--- config.mk ---
export PLATFORM = sky130hd
export DESIGN_NAME = vend_controller
export DESIGN_NICKNAME = d
export VERILOG_FILES = /design/src/rtl/vend_pkg.sv /design/src/rtl/vend_controller_change.sv /design/src/rtl/vend_controller.sv
export SDC_FILE = /design/constraint.sdc
export NUM_CORES = 1
export LEC_CHECK = 0
export ABC_CLOCK_PERIOD_IN_PS = 8900
export CAP_MARGIN = 5
export CORE_ASPECT_RATIO = 1.1
export CORE_UTILIZATION = 30
export CTS_BUF_LIST = sky130_fd_sc_hd__clkbuf_8
export DETAILED_ROUTE_END_ITERATION = 8
export HOLD_SLACK_MARGIN = 0.05
export PLACE_DENSITY = 0.5
export SYNTH_ARGS = -nofsm -noshare
export SYNTH_HDL_FRONTEND = slang
export SYNTH_SLANG_ARGS = --single-unit
--- constraint.sdc ---
create_clock -name clock -period 8.9 [get_ports clock]
set_clock_uncertainty 0.15 [all_clocks]
set_input_delay 0.89 -clock clock [delete_from_list [all_inputs] [get_ports clock]]
set_output_delay 0.89 -clock clock [all_outputs]
set_load 0.05 [all_outputs]
--- src/rtl/vend_pkg.sv ---
// Shared types and constants for the vending controller: coin and change encodings,
// error codes, FSM states and the slot price rule.
package vend_pkg;

  typedef enum logic [1:0] {StIdle, StCollect, StVend, StChange} state_e;

  localparam logic [3:0] CoinOh500  = 4'b0001;
  localparam logic [3:0] CoinOh1000 = 4'b0010;
  localparam logic [3:0] CoinOh2000 = 4'b0100;
  localparam logic [3:0] CoinOh5000 = 4'b1000;

  localparam int unsigned CoinVal500  = 500;
  localparam int unsigned CoinVal1000 = 1000;
  localparam int unsigned CoinVal2000 = 2000;
  localparam int unsigned CoinVal5000 = 5000;

  localparam logic [2:0] Chg500  = 3'b001;
  localparam logic [2:0] Chg1000 = 3'b010;
  localparam logic [2:0] Chg2000 = 3'b100;

  localparam logic [2:0] ErrNone        = 3'd0;
  localparam logic [2:0] ErrInvalidCoin = 3'd1;
  localparam logic [2:0] ErrNoCredit    = 3'd2;
  localparam logic [2:0] ErrSoldOut     = 3'd3;
  localparam logic [2:0] ErrOverflow    = 3'd4;
  localparam logic [2:0] ErrBadState    = 3'd5;

  function automatic int unsigned price_of(input int unsigned idx, input int unsigned step);
    return (idx + 1) * step;
  endfunction

endpackage

--- src/rtl/vend_controller_change.sv ---
// Greedy change selection: picks the largest returnable coin not exceeding the credit.
module change_dispenser
  import vend_pkg::*;
#(
  parameter int unsigned TOTAL_W = 16
) (
  input  logic [TOTAL_W-1:0] credit_i,
  output logic [2:0]         coin_o,
  output logic [TOTAL_W-1:0] value_o
);

  always_comb begin
    coin_o  = 3'b000;
    value_o = '0;
    if (credit_i >= TOTAL_W'(CoinVal2000)) begin
      coin_o  = Chg2000;
      value_o = TOTAL_W'(CoinVal2000);
    end else if (credit_i >= TOTAL_W'(CoinVal1000)) begin
      coin_o  = Chg1000;
      value_o = TOTAL_W'(CoinVal1000);
    end else if (credit_i >= TOTAL_W'(CoinVal500)) begin
      coin_o  = Chg500;
      value_o = TOTAL_W'(CoinVal500);
    end
  end

endmodule

--- src/rtl/vend_controller.sv ---
// Vending controller: coin acceptance, product selection, per-slot stock, inactivity
// refund and greedy change return in one registered FSM.
module vend_controller
  import vend_pkg::*;
#(
  parameter int unsigned NUM_PRODUCTS = 8,
  parameter int unsigned PRICE_STEP   = 500,
  parameter int unsigned TOTAL_W      = 16,
  parameter int unsigned MAX_CREDIT   = 20000,
  parameter int unsigned STOCK_W      = 4,
  parameter int unsigned STOCK_INIT   = 4,
  parameter int unsigned TIMEOUT      = 255,
  localparam int unsigned ADDR_W      = (NUM_PRODUCTS > 1) ? $clog2(NUM_PRODUCTS) : 1
) (
  input  logic                    clock,
  input  logic                    reset,
  input  logic                    coin_valid,
  input  logic [3:0]              coin_type,
  input  logic                    select_valid,
  input  logic [ADDR_W-1:0]       select_addr,
  input  logic                    cancel,
  output logic [TOTAL_W-1:0]      credit,
  output logic                    vend_valid,
  output logic [ADDR_W-1:0]       vend_addr,
  output logic                    change_valid,
  output logic [2:0]              change_coin,
  output logic                    coin_reject,
  output logic [2:0]              error,
  output logic [NUM_PRODUCTS-1:0] sold_out,
  output logic                    busy
);

  localparam int unsigned TIMER_W = $clog2(TIMEOUT + 1);
  localparam int unsigned SUM_W   = TOTAL_W + 1;

  state_e               state_q, state_d;
  logic [TOTAL_W-1:0]   credit_q, credit_d;
  logic                 vend_valid_q, vend_valid_d;
  logic [ADDR_W-1:0]    vend_addr_q, vend_addr_d;
  logic                 change_valid_q, change_valid_d;
  logic [2:0]           change_coin_q, change_coin_d;
  logic                 coin_reject_q, coin_reject_d;
  logic [2:0]           error_q, error_d;
  logic [STOCK_W-1:0]   stock_q [NUM_PRODUCTS];
  logic [STOCK_W-1:0]   stock_d [NUM_PRODUCTS];
  logic [TIMER_W-1:0]   timer_q, timer_d;

  logic [TOTAL_W-1:0]   price_tbl [NUM_PRODUCTS];
  logic [SUM_W-1:0]     coin_val;
  logic [SUM_W-1:0]     coin_sum;
  logic                 coin_fits;
  logic [31:0]          sel_idx;
  logic                 in_stock;
  logic [TOTAL_W-1:0]   price_sel;
  logic                 afford;
  logic [2:0]           chg_coin;
  logic [TOTAL_W-1:0]   chg_val;
  logic                 taken;

  for (genvar i = 0; i < NUM_PRODUCTS; i++) begin : g_price
    assign price_tbl[i] = TOTAL_W'(price_of(i, PRICE_STEP));
  end

  always_comb begin
    case (coin_type)
      CoinOh500:  coin_val = SUM_W'(CoinVal500);
      CoinOh1000: coin_val = SUM_W'(CoinVal1000);
      CoinOh2000: coin_val = SUM_W'(CoinVal2000);
      CoinOh5000: coin_val = SUM_W'(CoinVal5000);
      default:    coin_val = '0;
    endcase
  end

  // One extra bit so the ceiling check itself can never wrap.
  assign coin_sum  = {1'b0, credit_q} + coin_val;
  assign coin_fits = coin_sum <= SUM_W'(MAX_CREDIT);

  // Out-of-range slots read as sold out.
  assign sel_idx   = 32'(select_addr);
  assign in_stock  = (sel_idx < NUM_PRODUCTS) && (stock_q[select_addr] != '0);
  assign price_sel = price_tbl[select_addr];
  assign afford    = credit_q >= price_sel;

  change_dispenser #(
    .TOTAL_W (TOTAL_W)
  ) u_change (
    .credit_i (credit_q),
    .coin_o   (chg_coin),
    .value_o  (chg_val)
  );

  always_comb begin
    state_d        = state_q;
    credit_d       = credit_q;
    vend_valid_d   = 1'b0;
    vend_addr_d    = vend_addr_q;
    change_valid_d = 1'b0;
    change_coin_d  = 3'b000;
    coin_reject_d  = 1'b0;
    error_d        = error_q;
    stock_d        = stock_q;
    timer_d        = timer_q;
    taken          = 1'b0;

    case (state_q)
      StIdle, StCollect: begin
        if (cancel) begin
          coin_reject_d = coin_valid;
          if (state_q == StCollect) state_d = StChange;
        end else if (select_valid) begin
          coin_reject_d = coin_valid;
          if (!in_stock) begin
            error_d = ErrSoldOut;
          end else if (!afford) begin
            error_d = ErrNoCredit;
          end else begin
            credit_d             = credit_q - price_sel;
            stock_d[select_addr] = stock_q[select_addr] - STOCK_W'(1);
            state_d              = StVend;
            vend_valid_d         = 1'b1;
            vend_addr_d          = select_addr;
            error_d              = ErrNone;
            taken                = 1'b1;
          end
        end else if (coin_valid) begin
          if (coin_val == '0) begin
            coin_reject_d = 1'b1;
            error_d       = ErrInvalidCoin;
          end else if (!coin_fits) begin
            coin_reject_d = 1'b1;
            error_d       = ErrOverflow;
          end else begin
            credit_d = coin_sum[TOTAL_W-1:0];
            state_d  = StCollect;
            error_d  = ErrNone;
            taken    = 1'b1;
          end
        end

        // Timer only runs while sitting in COLLECT with nothing accepted.
        if (state_q == StCollect && state_d == StCollect && !taken) begin
          if (timer_q == TIMER_W'(TIMEOUT - 1)) begin
            state_d = StChange;
            timer_d = '0;
          end else begin
            timer_d = timer_q + TIMER_W'(1);
          end
        end else begin
          timer_d = '0;
        end
      end

      StVend: begin
        coin_reject_d = coin_valid;
        state_d       = (credit_q != '0) ? StChange : StIdle;
      end

      StChange: begin
        coin_reject_d = coin_valid;
        if (chg_coin != 3'b000) begin
          change_valid_d = 1'b1;
          change_coin_d  = chg_coin;
          credit_d       = credit_q - chg_val;
        end else begin
          credit_d = '0;
        end
        if (credit_d == '0) state_d = StIdle;
      end

      default: begin
        state_d = StIdle;
        error_d = ErrBadState;
      end
    endcase
  end

  always_ff @(posedge clock or posedge reset) begin
    if (reset) begin
      state_q        <= StIdle;
      credit_q       <= '0;
      vend_valid_q   <= 1'b0;
      vend_addr_q    <= '0;
      change_valid_q <= 1'b0;
      change_coin_q  <= 3'b000;
      coin_reject_q  <= 1'b0;
      error_q        <= ErrNone;
      timer_q        <= '0;
      for (int unsigned i = 0; i < NUM_PRODUCTS; i++) begin
        stock_q[i] <= STOCK_W'(STOCK_INIT);
      end
    end else begin
      state_q        <= state_d;
      credit_q       <= credit_d;
      vend_valid_q   <= vend_valid_d;
      vend_addr_q    <= vend_addr_d;
      change_valid_q <= change_valid_d;
      change_coin_q  <= change_coin_d;
      coin_reject_q  <= coin_reject_d;
      error_q        <= error_d;
      timer_q        <= timer_d;
      stock_q        <= stock_d;
    end
  end

  always_comb begin
    for (int unsigned i = 0; i < NUM_PRODUCTS; i++) begin
      sold_out[i] = (stock_q[i] == '0);
    end
  end

  assign credit       = credit_q;
  assign vend_valid   = vend_valid_q;
  assign vend_addr    = vend_addr_q;
  assign change_valid = change_valid_q;
  assign change_coin  = change_coin_q;
  assign coin_reject  = coin_reject_q;
  assign error        = error_q;
  assign busy         = (state_q == StVend) || (state_q == StChange);

endmodule

# Word-level counts from Yosys, hierarchy flattened
# Memory sizes are Yosys's and may differ from the RTL's.
# Index checks and enable logic that the tools add are counted.
# word_totals
register_bits	70
rom_bits	128
inputBits	12
out_inout_bits	37
elab_cells	144
mem_count	1
# classes
n_addsub	5
magnitude_cmp	8
n_eq_ne	16
n_mux	68
n_bitwise	2
reduce_logical	27
# mem_list
name	depth	word_bits	read_ports	rd_clocked_by_memory_dff	write_ports	line	source
(no name shown)	8	16	1	0	0	vend_controller.sv:81	assign price_sel = price_tbl[select_addr];
# ops
cell	count
16-bit 2-to-1 mux	13
13-bit one-hot mux with 4 select lines	1
32-bit bitwise mux	1
4-bit logical NOT	8
16-bit one-hot mux with 2 select lines	1
16-bit subtractor	2
2-bit 2-to-1 mux	15
3-bit 2-to-1 mux	8
1-bit 2-to-1 mux	19
16-bit by 17-bit adder with 17-bit output	1
17-bit by 15-bit less-or-equal comparator with 1-bit output (second input constant)	1
17-bit logical NOT	1
16-bit by 10-bit greater-or-equal comparator with 1-bit output (second input constant)	1
16-bit by 11-bit greater-or-equal comparator with 1-bit output (second input constant)	1
16-bit greater-or-equal comparator	1
16-bit by 9-bit greater-or-equal comparator with 1-bit output (second input constant)	1
16-bit logical NOT	1
8-bit 2-to-1 mux	2
16-bit nonzero test	1
3-bit inequality test (second input constant)	5
4-bit binary-select mux with 3-bit select	1
4-bit demux with 3-bit select	1
4-bit 2-to-1 mux	3
9-bit 2-to-1 mux	1
other kinds (28)	36

# Logic depth before layout (Yosys ltp)
# Gate-level depths: netlist of run 1.
# logic_depth
depth_word	15
depth_mapped	17
depth_no_buf	17

# Cells and area by module
# A second synthesis of run 1 with hierarchy kept.
# hier_totals
cells_unflattened	656
area_unflattened_um2	5903.2
# modules_own_cells
mod	instances	cells_per_inst	area_per_inst_um2	seq_area_each_um2
vend_controller	1	624	5681.7	1761.7
change_dispenser	1	32	221.5	0.0

# Worst setup path before layout of run 1
# No wires, ideal clock.
# synth_path
path_kind	input port to flip-flop
startpoint	input coin_type[1]
endpoint	register credit_q[10] (netlist: credit[10])
setup_ns	0.126
t_arrival_ns	4.230
required_time_ns	8.624
path_slack_ns	4.394
path_stages	15
n_path_buf	2
path_cell_list	nor4b_1 > nor2_1 > inv_1 > ha_1 > and3_1 > a221o_1 > a211o_1 > or4_1 > a21oi_1 > o31a_1 > o31a_1 > buf_2 > buf_4 > nor2_1 > o311a_1
# synth_via
elab_chain_cells	9
elab_cells_between_ends	17
classes_between	add/sub (1); order compare (1); eq/ne (6); mux (7); reduce/logical (2)
# synth_lines
element	line	source
from (decl)	vend_controller.sv:18	input logic [3:0] coin_type,
4-bit == test, or another cell as far along	vend_controller.sv:65	case (coin_type)
13-bit one-hot mux with 4 select lines *	vend_controller.sv:65	
branches (longest 7 deep; another with 16-bit by 17-bit adder with 17-bit output)	n/a	
to (signal assigned)	vend_controller.sv:193	credit_q <= credit_d;
to (decl)	vend_controller.sv:37	logic [TOTAL_W-1:0] credit_q, credit_d;
# Every way passes the cells marked *. The select of a mux whose other input is x is not followed.
# A chain may end at the register's enable or synchronous reset.

# Final worst setup path of run 1
# layout_path
startpoint	input select_addr[0]
endpoint	register stock_q[27] in the netlist's numbering
# layout_via
elab_chain_cells	7
elab_cells_between_ends	19
classes_between	add/sub (1); order compare (4); mux (8); bitwise (1); reduce/logical (4); memory (1)
# layout_lines
element	line	source
from (decl)	vend_controller.sv:20	input logic [ADDR_W-1:0] select_addr,
branches (longest 7 deep; another with memory 8 x 16 bit)	n/a	
to (signal, indexed assignment)	vend_controller.sv:189	stock_q[i] <= STOCK_W'(STOCK_INIT);
to (signal assigned)	vend_controller.sv:201	stock_q <= stock_d;
to (decl)	vend_controller.sv:44	logic [STOCK_W-1:0] stock_q [NUM_PRODUCTS];
# Parallel ways; which one is timed is not known. The select of a mux whose other input is x is not followed.

==> out/metrics.csv, run 1 <==
metric,value,unit
hpwl,12200,µm
io_pins,49,
synthXorXnorAreaFrac,4.98,%
yosysSeqAreaShare,32.3,%
p_leak,2.73,nW
synth_compound_area_share,19.8,%
cts_buffers,9,
tightest_slew,1.11,ns
p_sw,0.00117,W
timing.final.hold_violations,0,
final_util,36.1,%
netlist_area,5450,µm²
clock_latency,0.36,ns
crit_path_end_kind,register,
fp.dieW,130,µm
r2r-start,credit[12]$_DFFE_PP0P_,
vias,4917,
synth_area_leaders,"dfrtp_1, ha_1, mux2_2",
first_global_vias,5007,
worstPathMaxFanout,11,
finalInstanceArea,6410,µm²
wl_per_cell,18.6,µm
core,17700,µm²
path_clk_slew,0.08,ns
drive_gt1_share,11.6,%
reg2reg_depth,15,
num-fill-cells,1836,
rsz0062_at_grt,no,
num_antenna_cells,0,
root_buffer,clkbuf_8,
clockBufferDepth,2,
antenna_found_initial,0,
crit_chain,clkdlybuf4s50_1 > clkinv_1 > ha_1 > nand2_1 > o21ai_0 > ha_1 > nand2_1 > or4_1 > o21ai_0 > o211a_1 > nor2_1 > nor2_1 > nand2_1 > nor3_2 > mux2_2,
port-buffer-count,48,
rrSetupSlack,3.20,ns
start_util,30.7,%
synthMuxAreaShare,11.6,%
cellInternalPower,0.00118,W
dominantRegCellSynth,dfrtp_1,
p_sw_share,49.9,%
synthSimpleGateAreaFrac,19.1,%
area_delta_synth_final,17.6,%
die_area,18700,µm²
endpoint,stock_q[27]$_DFFE_PP0P_,
cts_tree,built,
required,9.00,ns
pwr-share-comb,61.4,%
grt.overflow.total,0,
critPathLaunch,select_addr[0],
max_stage_delay,0.88,ns
gp_congestion,0.851,
synth_top_family_by_area,compound AO/OA/AOI/OAI gates,
avgSynthCellArea,9.09,µm²
seqPwrFrac,24.8,%
path_common_cell,nand2_1,
relSlewSlack,25.2,%
fmax,0.174,GHz
postCtsHoldBufs,0,
place_ws,2.70,ns
dp_cells,867,
ctsResizeCount,0,
peakVddDrop,0.134,mV
cp_slowest_cell,clkdlybuf4s50_1,
postCtsSetupBuffers,0,
power_density,366,nW/µm²
synth-seq-cells,70,
start_kind,input pin,
first_pass_iters,7,
crit_type,input pin to register,
drt.antenna.violating_nets,0,
synth.distinct_cells,71,
status,"finished, final reports clean",
min_period,5.75,ns
fp.dieH,143,µm
setup_tns,0,ns
synthCells,599,
grt_pass1_wl,26800,µm
drc_errors,0,
clock-sinks,70,
h-tree-depth,3,
drtIter0Drc,339,
synth_adder_area_share,8.45,%
synth_top_area_share,28.5,%
cap_violations,0,
setup_viol,0,
finalWirelength,16400,µm
fin_ws,3.15,ns
grtUsageTotal,18.7,%
syn_nets,646,
synth_edf_count,0,
cp.arrival,5.85,ns
timing.rr.end,state_q[0]$_DFFE_PP0P_,
final_net_count,687,
fin_cells,883,
grt_max_degree,71,
synth_top_cell_by_area,dfrtp_1,
timing.final.crit_share,64.6,%
via_per_inst,5.57,
yosysWarnings,0,
hp-class,register to register,
async_reset_ff_share,100,%
place_area,6160,µm²
clkPwrFrac,13.8,%
fp-row-count,51,
slew_violations,0,
==> area by class of cell <==
class	instances	area [µm²]	share of cell area, %
clock inverter	6	110	1.72
timing repair buffer	51	503	7.85
tap	238	298	4.65
multi-input combinational	479	3490	54.4
clock buffer	10	138	2.15
sequential	70	1760	27.5
inverter	29	109	1.70
==> worst min-delay path by stage <==
stage | startpoint | to | cells past startpoint | slack, ns
final | vend_addr[2]$_DFFE_PP0P_ | vend_addr[2]$_DFFE_PP0P_ | 1 | 0.36
after global routing | vend_addr[2]$_DFFE_PP0P_ | vend_addr[2]$_DFFE_PP0P_ | 1 | 0.39
after CTS | stock_q[8]$_DFFE_PP0P_ | stock_q[8]$_DFFE_PP0P_ | 1 | 0.37
after detailed placement | vend_addr[2]$_DFFE_PP0P_ | vend_addr[2]$_DFFE_PP0P_ | 1 | 0.35
after global placement | vend_addr[2]$_DFFE_PP0P_ | vend_addr[2]$_DFFE_PP0P_ | 1 | 0.34
after floorplan | stock_q[0]$_DFFE_PP0P_ | stock_q[0]$_DFFE_PP0P_ | 1 | 0.31
==> state kept, by name, indices dropped and copies added (netlist names) <==
name	count
stock_q	32
vend_valid	1
coin_reject	1
vend_addr	3
state_q	2
change_valid	1
change_coin	3
credit	16
timer_q	8
error	3
==> placed cells by master (no fill, tap or decap), types with 20 or more instances in the layout <==
cell             instances
nor3_1                  22
inv_1                   26
a21oi_1                 26
xnor2_1                 20
ha_1                    32
mux2_2                  29
nand2_1                 48
nor2_1                  51
nand3_1                 23
o21ai_0                 38
dfrtp_1                 62
clkdlybuf4s50_1         48
==> stage by stage <==
stage | hold WS [ns] | total power, W
floorplan | 0.313 | 0.00159
global placement | 0.344 | 0.00200
detailed placement | 0.350 | 0.00202
CTS | 0.367 | 0.00236
global route | 0.392 | 0.00252
finish | 0.364 | 0.00235
==> synthesized netlist by cell type, types with 4 or more instances <==
cell type / n
a211o_1: 4
a211oi_1: 6
a21o_1: 13
a21oi_1: 26
and2_1: 6
clkbuf_1: 16
dfrtp_1: 62
dfstp_2: 8
ha_1: 32
inv_1: 26
mux2_2: 29
mux2i_1: 15
mux4_2: 7
nand2_1: 48
nand2b_1: 7
nand3_1: 23
nand4_1: 4
nor2_1: 51
nor2b_1: 7
nor3_1: 22
nor3_2: 4
nor4_1: 13
nor4b_1: 4
o21a_1: 5
o21ai_0: 38
o22ai_1: 4
o31a_1: 4
o31ai_1: 8
or4_1: 5
xnor2_1: 20
xor2_1: 11
==> power by group through the flow <==
stage	registers, W	clock network [W]	logic [W]
final	0.000583	0.000325	0.00144
after global routing	0.000598	0.000351	0.00157
after CTS	0.000581	0.000336	0.00144
after detailed placement	0.000586	0	0.00143
after global placement	0.000584	0	0.00142
after floorplan	0.000660	0	0.000934
==> critical path, delay by kind of cell <==
family	cells	cell delay (ns)
buffers and inverters	2	1.46
and+or+nand+nor	7	1.79
muxes	1	0.38
AOI/OAI and AO/OA	3	0.52
adders and majority gates	2	0.80
==> per-layer routing <==
metal  vias up  track usage [%]  wire (µm)
li1       2328                -          -
met1      2422             22.9       7140
met2       137             32.9       8360
met3        30             2.38        577
met4         0             7.74        361
met5         -                0          0
==> cell families after synthesis <==
logic type      count (synthesis)
simple gates                  208
compound gates                154
flops                          70
mux                            51
buf+inv                        50
fa+ha+maj                      35
xor+xnor                       31
(Power assumes the default switching activity.)
==> run 2, diff against run 1 <==
--- a/config.mk
+++ b/config.mk
@@ -5,7 +5,7 @@
 export SDC_FILE = /design/constraint.sdc
 export NUM_CORES = 1
 export LEC_CHECK = 0
-export ABC_CLOCK_PERIOD_IN_PS = 8900
+export ABC_CLOCK_PERIOD_IN_PS = 5670
 export CAP_MARGIN = 5
 export CORE_ASPECT_RATIO = 1.1
 export CORE_UTILIZATION = 30
==> constraint.sdc (replaced) <==
create_clock -name clock -period 5.67 [get_ports clock]
set_clock_uncertainty 0.15 [all_clocks]
set_input_delay 0.567 -clock clock [delete_from_list [all_inputs] [get_ports clock]]
set_output_delay 0.567 -clock clock [all_outputs]
set_load 0.05 [all_outputs]
==> run 2 against run 1 <==
Sequential share of layout area decreased by 0.29 points. Routed wire length is 2.0% higher. Final area is 1.1% higher. Worst setup slack got worse by 2.6 ns. Total power is 56% higher. Die area unchanged. Via count grew 0.47%. Clock power is 16% higher. Utilization up 0.39 points. Count of clock-buffer cells in the layout is 1 lower. Flip-flop and latch count is the same. Non-clock buffer count increased by 19. Critical path type is now register to register. Largest cell class unchanged.
==> out/metrics.csv, run 2 (synthesis gave the netlist of run 1 again) <==
metric,value,unit
status,"finished, final reports clean",
drc_errors,0,
grtUsageTotal,19.0,%
postCtsHoldBufs,0,
start_util,30.7,%
slew_violations,0,
min_period,5.14,ns
crit_buf_inv,3,
ctsResizeCount,0,
postCtsSetupBuffers,0,
use_met3,2.46,%
root_buffer,clkbuf_8,
clockBufferDepth,2,
finalWirelength,16800,µm
hp-class,register to register,
grt_max_degree,71,
drive_gt1_share,14.3,%
crit_type,register to register,
wl_per_cell,18.6,µm
cts_buffers,9,
num-fill-cells,1897,
cap_violations,0,
drt.antenna.violating_nets,0,
whs,0.366,ns
h-tree-depth,3,
antenna_found_initial,0,
cts_tree,built,
via_per_inst,5.48,
p_leak,2.78,nW
first_global_vias,4987,
area_delta_synth_final,18.9,%
crit_path_end_kind,register,
relSlewSlack,33.4,%
cp_top_family,simple AND/OR/NAND/NOR gates,
final_common_cell,dfrtp_1,
worstPathMaxFanout,4,
die_area,18700,µm²
fmax,0.195,GHz
first_pass_iters,5,
grt_util_met1,24.0,%
rsz0062_at_grt,no,
fin_cells,902,
io_pins,49,
dp_cells,886,
path_clk_slew,0.08,ns
fp.dieW,130,µm
top_register,stock_q,
busiest_layer,met2,
required,5.74,ns
hpwl,12500,µm
peakVddDrop,0.244,mV
fp-row-count,51,
gp_congestion,0.901,
vias,4940,
max_stage_delay,0.62,ns
timing.final.crit_share,90.7,%
setup_tns,0,ns
final_net_count,706,
clock_latency,0.36,ns
cp_slowest_cell,or4_1,
num_antenna_cells,0,
clock-sinks,70,
core,17700,µm²
port-buffer-count,48,
cp.arrival,5.22,ns
drtIter0Drc,270,
grt_pass1_wl,27100,µm
power_density,565,nW/µm²
mostFrequentLayoutCells,"dfrtp_1, nor2_1, nand2_1, clkdlybuf4s50_1, o21ai_0",
start_kind,register,
fp.dieH,143,µm
tightest_slew,0.995,ns
met2_usage,31.8,%
setup_viol,0,
timing.final.hold_violations,0,
grt.overflow.total,0,
crit_chain,or4_1 > nor4_1 > o31ai_1 > inv_1 > nor2_1 > ha_1 > inv_1 > fa_1 > nor4_1 > nand4_1 > a221o_1 > nor4b_1 > a41oi_1 > o311ai_0 > buf_4 > o31ai_1,
largest_register_ffs,32,
run 2: report_power, final:
part	internal [W]	total [W]	switching, W	leakage (nW)
registers	0.000648	0.000795	0.000146	0.855
logic	0.000956	0.00249	0.00153	1.84
clock network	0.000159	0.000376	0.000217	0.0816
total	0.00176	0.00366	0.00189	2.78
run 2: final timing paths:
| path | slack, ns | from | cells past startpoint | to |
|---|---|---|---|---|
| worst max-delay path | 0.53 | credit[12]$_DFFE_PP0P_ | 16 | state_q[0]$_DFFE_PP0P_ |
| worst min-delay path | 0.37 | vend_addr[0]$_DFFE_PP0P_ | 1 | vend_addr[0]$_DFFE_PP0P_ |
| worst max register to register | 0.53 | credit[12]$_DFFE_PP0P_ | 16 | state_q[0]$_DFFE_PP0P_ |
| worst min register to register | 0.37 | vend_addr[0]$_DFFE_PP0P_ | 1 | vend_addr[0]$_DFFE_PP0P_ |
| max in group asynchronous | 4.12 | reset | 3 | change_coin[0]$_DFF_PP0_ |
| min in group asynchronous | 0.65 | reset | 3 | vend_valid$_DFF_PP0_ |
run 2: metal layers:
metal | vias up | share of wire [%]
met4 | 0 | 3.3
met5 | - | 0
li1 | 2350 | -
met2 | 164 | 49
met1 | 2385 | 43
met3 | 41 | 4.9
run 2: stage by stage:
step,power (W),utilization [%],area [µm²],setup slack [ns]
6_report,0.00366,36.5,6470,0.529
5_1_grt,0.00393,36.5,6470,0.316
4_1_cts,0.00366,36.5,6470,0.533
3_5_place_dp,0.00327,35.5,6300,0.240
3_3_place_gp,0.00325,35.5,6300,0.328
2_1_floorplan,0.00250,-,5450,1.30
run 2: cell type report:
class	count	area [µm²]	area share [%]
Timing Repair Buffer	70	646	9.97
Tap cell	238	298	4.60
Clock inverter	7	50.0	0.773
Clock buffer	9	124	1.91
Inverter	29	109	1.68
Multi-Input combinational cell	479	3490	53.9
Sequential cell	70	1760	27.2
==> run 3, diff against run 2 <==
--- a/config.mk
+++ b/config.mk
@@ -13,6 +13,7 @@
 export DETAILED_ROUTE_END_ITERATION = 8
 export HOLD_SLACK_MARGIN = 0.05
 export PLACE_DENSITY = 0.5
+export SLEW_MARGIN = 20
 export SYNTH_ARGS = -nofsm -noshare
 export SYNTH_HDL_FRONTEND = slang
 export SYNTH_SLANG_ARGS = --single-unit
==> results of run 3 <==
Final layout, timing and power as in run 2 (identical DEF).
